--- src/rtl/router_pkt_reg.sv ---
// rtl/router_pkt_reg.sv - 1xN router packet datapath register with one-byte FIFO skid hold and parity/length check
// Optional statistics counters: define ROUTER_PKT_REG_STATS_EN.
module router_pkt_reg #(
    parameter int DATA_W = 8,
    parameter int ADDR_W = 2
) (
    input  logic              clk,
    input  logic              rstn,
    input  logic              soft_rst,
    input  logic              in_valid,
    input  logic              in_last,
    input  logic [DATA_W-1:0] in_data,
    output logic              in_ready,
    input  logic              fifo_full,
    output logic              out_wr,
    output logic [DATA_W-1:0] out_data,
    output logic [ADDR_W-1:0] dest_addr,
    output logic              dest_valid,
    output logic              parity_done,
    output logic              err,
    output logic              len_err
`ifdef ROUTER_PKT_REG_STATS_EN
    ,
    output logic [15:0]       pkt_cnt,
    output logic [15:0]       perr_cnt,
    output logic [15:0]       lerr_cnt
`endif
);
    localparam int LEN_W = DATA_W - ADDR_W;

    typedef enum logic [1:0] {IDLE, PAYLOAD, CHECK} state_t;

    state_t             state;
    logic               hold_valid;
    logic [DATA_W-1:0]  hold_data;
    logic [DATA_W-1:0]  acc;
    logic [LEN_W-1:0]   count;
    logic [LEN_W-1:0]   hdr_len;
    logic               accept;

    // in_ready depends only on the hold register, never on fifo_full directly
    assign in_ready = !hold_valid;
    assign accept   = in_valid && in_ready;

    always_ff @(posedge clk) begin
        if (!rstn) begin
            state       <= IDLE;
            hold_valid  <= 1'b0;
            hold_data   <= '0;
            acc         <= '0;
            count       <= '0;
            hdr_len     <= '0;
            out_wr      <= 1'b0;
            out_data    <= '0;
            dest_addr   <= '0;
            dest_valid  <= 1'b0;
            parity_done <= 1'b0;
            err         <= 1'b0;
            len_err     <= 1'b0;
        end else if (soft_rst) begin
            state       <= IDLE;
            hold_valid  <= 1'b0;
            hold_data   <= '0;
            acc         <= '0;
            count       <= '0;
            hdr_len     <= '0;
            out_wr      <= 1'b0;
            out_data    <= '0;
            dest_valid  <= 1'b0;
            parity_done <= 1'b0;
            err         <= 1'b0;
            len_err     <= 1'b0;
        end else begin
            dest_valid  <= 1'b0;
            parity_done <= 1'b0;

            if (hold_valid) begin
                if (!fifo_full) begin
                    out_wr     <= 1'b1;
                    out_data   <= hold_data;
                    hold_valid <= 1'b0;
                end else begin
                    out_wr <= 1'b0;
                end
            end else if (accept) begin
                if (!fifo_full) begin
                    out_wr   <= 1'b1;
                    out_data <= in_data;
                end else begin
                    out_wr     <= 1'b0;
                    hold_valid <= 1'b1;
                    hold_data  <= in_data;
                end
            end else begin
                out_wr <= 1'b0;
            end

            // CHECK lasts one cycle but accepts a new header just like IDLE
            case (state)
                IDLE, CHECK: begin
                    state <= IDLE;
                    if (accept) begin
                        dest_addr  <= in_data[ADDR_W-1:0];
                        dest_valid <= 1'b1;
                        acc        <= in_data;
                        count      <= '0;
                        hdr_len    <= in_data[DATA_W-1:ADDR_W];
                        err        <= 1'b0;
                        if (in_last) begin
                            len_err     <= 1'b1;
                            parity_done <= 1'b1;
                        end else begin
                            len_err <= 1'b0;
                            state   <= PAYLOAD;
                        end
                    end
                end
                PAYLOAD: begin
                    if (accept) begin
                        if (in_last) begin
                            err         <= (in_data != acc);
                            len_err     <= (count != hdr_len);
                            parity_done <= 1'b1;
                            state       <= CHECK;
                        end else begin
                            acc <= acc ^ in_data;
                            if (count != {LEN_W{1'b1}}) begin
                                count <= count + 1'b1;
                            end
                        end
                    end
                end
                default: state <= IDLE;
            endcase
        end
    end

`ifdef ROUTER_PKT_REG_STATS_EN
    // Counters survive soft_rst so the controller can see aborted-traffic history
    always_ff @(posedge clk) begin
        if (!rstn) begin
            pkt_cnt  <= '0;
            perr_cnt <= '0;
            lerr_cnt <= '0;
        end else if (parity_done) begin
            if (pkt_cnt != 16'hFFFF) begin
                pkt_cnt <= pkt_cnt + 16'd1;
            end
            if (err && perr_cnt != 16'hFFFF) begin
                perr_cnt <= perr_cnt + 16'd1;
            end
            if (len_err && lerr_cnt != 16'hFFFF) begin
                lerr_cnt <= lerr_cnt + 16'd1;
            end
        end
    end
`endif

endmodule

--- config.mk ---
export PLATFORM = sky130hd
export DESIGN_NAME = router_pkt_reg
export DESIGN_NICKNAME = d
export VERILOG_FILES = /design/src/rtl/router_pkt_reg.sv
export SDC_FILE = /design/constraint.sdc
export NUM_CORES = 1
export LEC_CHECK = 0
export ABC_AREA = 1
export CAP_MARGIN = 40
export CORE_MARGIN = 5
export CORE_UTILIZATION = 30
export CTS_CLUSTER_DIAMETER = 40
export DETAILED_ROUTE_END_ITERATION = 16
export RECOVER_POWER = 50
export SETUP_SLACK_MARGIN = 0.2
export SLEW_MARGIN = 20
export SYNTH_ARGS = -nofsm -noshare
export SYNTH_HDL_FRONTEND = slang
export SYNTH_SLANG_ARGS = --single-unit
--- constraint.sdc ---
create_clock -name clk -period 2.3 [get_ports clk]
set_input_delay 0.23 -clock clk [delete_from_list [all_inputs] [get_ports clk]]
set_output_delay 0.23 -clock clk [all_outputs]
set_load 0.05 [all_outputs]
Word level (Yosys, flattened, before mapping)
Cells that the tools add are included.
Widths: inputs -> output; s select.
- register bits after elaboration: 46
- bits of input ports: 14
- output and inout bits: 16
- logic and storage cells: 85
- $add $sub $neg: 1
- equal/unequal tests: 12
- multiplexer cells: 34
- bitwise operators: 7
- reduce and logical (&&, ||, !) cells: 18
- operators with widths (operator ; number):
    $mux 8 ; 7
    $mux 6 ; 4
    $mux 1 ; 16
    $pmux 8 s2 ; 1
    $ne 2x2->1 const B ; 7
    $pmux 6 s2 ; 1
    $reduce_and 3->1 ; 3
    $ne 8x8->1 ; 1
    $reduce_and 4->1 ; 2
    $xor 8x8->8 ; 1
    $add 6x1->6 const B ; 1
    $ne 6x6->1 ; 1
    $ne 6x6->1 const B ; 1
    $not 1->1 ; 6
    $reduce_or 3->1 ; 2
    $reduce_and 5->1 ; 1
    $mux 2 ; 2
    $pmux 1 s2 ; 2
    $pmux 2 s2 ; 1
    $reduce_and 2->1 ; 2
    $reduce_bool 2->1 ; 2
    $reduce_or 2->1 ; 2
    $reduce_or 4->1 ; 1
    $eq 2x1->1 const B ; 1
    other kinds (4) ; 4

Logic depth before layout (Yosys ltp)
Gate-level depths: netlist (run 1).
- depth in word-level cells: 5
- depth in mapped cells: 9
- gate-level depth less buffers: 9

Worst setup path before layout (run 1)
Ideal clock, no wire load.
- path type: flip-flop to flip-flop
- start point: register hold_valid
- end point: register acc[5]
- library setup time: 0.113 ns
- arrival time: 1.233 ns
- data required time: 2.187 ns
- path slack: 0.954 ns
- stages on the path, launching flop included: 8
- buffers on the path: 1
- clock period less this slack: 1.346 ns
- path through: dfxtp_1 > inv_2 > nand3_2 > nand2_4 > buf_6 > nand2_2 > o21ai_1 > nor2_1
- cells in the longest elaborated chain, start to end: 4
- elaborated cells on any way between the ends: 5
- those cells by class: eq/ne (2); reduce/logical (3)
- RTL lines (what ; RTL line ; source):
    start: declaration ; 34 ; logic hold_valid;
    start signal: assignment ; 48 ; hold_valid <= 1'b0;
    start signal: assignment ; 62 ; hold_valid <= 1'b0;
    start signal: assignment ; 81 ; hold_valid <= 1'b0;
    $logic_not 1->1 (*) ; 42 ; assign in_ready = !hold_valid;
    net in_ready ; 13 ; output logic in_ready,
    $logic_and 1x1->1 (*) ; 43 ; assign accept = in_valid && in_ready;
    $ne 2x2->1 (no line) ; -- ;
    $reduce_and 4->1 (no line) (*) ; -- ;
    end signal: assignment ; 105 ; acc <= in_data;
    end signal: assignment ; 126 ; acc <= acc ^ in_data;
    end: declaration ; 36 ; logic [DATA_W-1:0] acc;
Mark *: on every way through the listed nets, which the timed path passes. The rest lies on a longest branch.
A chain may end at the register's enable or synchronous reset.

Final worst setup path (run 1)
- start point: register hold_valid
- end point: output port in_ready
- cells in the longest elaborated chain, start to end: 1
- RTL lines (what ; RTL line):
    $logic_not 1->1 ; 42
    end: declaration ; 13
No other way between the ends.

==> results.cfg, run 1 <==
[cells_and_area]
syn_to_final_growth_pct = 20.78
design_area_um2 = 2676
drive_above_1_share = 0.06286
multi_input_area_um2 = 1085
final_common_cell = nand2_1
area.sequential_um2 = 920.9
mostFrequentLayoutCells = nand2_1 (109), dfxtp_1 (46), inv_1 (31), clkdlybuf4s50_1 (27), o21ai_0 (23)
nets = 364
antenna_cells = 0
fillers = 798

[routing]
post_drt_via_cell_ratio = 4.572
drtPass1Iterations = 6
via_count = 2053
wl_um = 5302
antenna_left = 0
drc_errors = 0
drtIter0Drc = 134
wire_per_inst_um = 11.81

[floorplanning]
placementRows = 31
start_util = 0.3071
coreArea_um2 = 7214
die_y_um = 95.95
die_w_um = 95.95
die-area_um2 = 9205
ios = 30

[timing]
rsz0062_at_grt = false
hold_violations = 0
finalCriticalPeriod_ps = 2000
fin_setup_tns_ps = 0
worst_pin_slew_ps = 667.2
slew-limit-headroom = 0.5536
fin_crit_sh = 0.8697
fmax_mhz = 499.9
finalSetupViolCount = 0
fin_skew_ps = 9.609
maxSlewViolCount = 0
worst_slack_ps = 299.7

[worst_setup_path]
cp_max_fo = 10
slowest_delay_ps = 880
end_kind = primary output
critPathLaunchType = flop
path_class = reg2out
worstPathArrival_ps = 1770
crit_buf_inv = 2
required_ps = 2070
slowest_stage = clkdlybuf4s50_1
crit_family = buffers and inverters
worstPathCellList = inv_1, clkdlybuf4s50_1

[global_routing]
grt_pass1_wl_um = 9039
antenna_found_initial = 0
grt_start_max_net_pins = 21
grt_pass1_vias = 1915
gr-total-overflow = 0
track_usage = 0.1244

[placement]
gp_congestion = 0.8054
dp_hpwl_um = 3916
portBuffers = 29
dpl_cell_area_um2 = 2589
dpl_worst_slack_ps = 446.0

[clock_network]
numClockSinks = 46
h-tree-depth = 2
clk_pin_slew_ps = 90
postCtsSetupBuffers = 0
cts_tree = done
cts_inserted_buffers = 5
holdBufCountCts = 0
clk_latency_ps = 300
cts_resized = 0
root_buffer = clkbuf_8
cts_buffer_depth = 2

[hold_path]
hold_path.class = reg2reg

[synth]
ys_types = 29
yosysWarnings = 0
synth_edf_count = 0
synth_flop_cell = dfxtp_1
ys_ff_latch = 46
synth-seq-area-share = 0.4156
syn_nets = 334
async_flop_share = 0
synth_area_um2 = 2216
syn-mean-instance-area_um2 = 6.946
postSynthCellCount = 319

[power_and_ir_drop]
power.total_w = 0.001682
ir_drop_uv = 196.8
power.density_nw_per_um2 = 628.6
p_leak_nw = 1.074

[run_status]
status = finished clean

[job]
drv_cap = 0
==> cells by family (layout without fill, tap and decap cells) <==
group                    count (synthesis)  in the layout  synth area share
XOR/XNOR                                 5              5           0.01976
flip-flops                              46             46            0.4156
AO/OA/AOI/OAI                           58             58            0.1395
adder cells (fa/ha/maj)                  1              1          0.005646
buffers and inverters                   43             74           0.08808
AND/OR/NAND/NOR                        166            166            0.3314
==> cell type report <==
class,count,share of cell area
multi-input combinational,230,0.4053
clock inverter,1,0.01122
sequential,46,0.3441
inverter,33,0.04628
tap,99,0.04628
timing repair buffer,33,0.1183
clock buffer,7,0.02852
==> synthesized netlist by cell type, types with 4 or more instances <==
cell,instances,area (um2)
nand2_1,109,409.1
dfxtp_1,46,920.9
inv_1,28,105.1
o21ai_0,23,115.1
a21oi_1,22,110.1
nor2_1,20,75.07
nand3_1,16,80.08
a31oi_1,8,50.05
inv_2,5,18.77
xnor2_1,5,43.79
buf_6,4,45.04
nand4_1,4,25.02
==> flip-flops by register name, indices dropped and copies added, names as in the netlist <==
name         cells
acc              8
hold_data        8
out_data         8
count            6
hdr_len          6
dest_addr        2
state            2
dest_valid       1
err              1
hold_valid       1
len_err          1
out_wr           1
parity_done      1
==> per-layer routing <==
metal  track usage  wire (um)
met1        0.1671       2545
met2        0.1911       2449
met3       0.02893        244
met4       0.05095         63
met5             0          0
==> where the power goes <==
part	switching (W)	leakage (nW)	internal, W
registers	0.0000133	0.374	0.000821
logic	0.000165	0.647	0.0000863
clock network	0.000271	0.0524	0.000326
total	0.000450	1.07	0.00123
==> worst paths after layout <==
check | startpoint | endpoint | slack (ps) | cells past startpoint
max reg2reg | hold_valid | acc[2] | 500 | 7
max | hold_valid | in_ready | 300 | 2
min reg2reg | hold_data[6] | hold_data[6] | 470 | 2
min | hold_data[6] | hold_data[6] | 470 | 2
==> through the flow <==
step           hold WS [ps]  utilization  std cells
6_report              467.4       0.3710        449
5_1_grt               491.5       0.3710        449
2_1_floorplan         309.3            -        319
4_1_cts               469.5       0.3736        449
3_3_place_gp          454.9       0.3588        441
3_5_place_dp          454.8       0.3588        441
==> worst min-delay path, delay by kind of cell (launching register included) <==
| kind | cells | cell delay, ps |
|---|---|---|
| flip-flops | 1 | 320 |
| AO/OA/AOI/OAI | 1 | 50 |
| AND/OR/NAND/NOR | 1 | 60 |
(Power assumes the default switching activity.)
==> run 2, diff against run 1 <==
--- a/config.mk
+++ b/config.mk
@@ -11,6 +11,7 @@
 export CORE_UTILIZATION = 30
 export CTS_CLUSTER_DIAMETER = 40
 export DETAILED_ROUTE_END_ITERATION = 16
+export HOLD_SLACK_MARGIN = 0.06
 export RECOVER_POWER = 50
 export SETUP_SLACK_MARGIN = 0.2
 export SLEW_MARGIN = 20
==> results of run 2 <==
The final DEF is identical to that of run 1; final timing and power are the same.
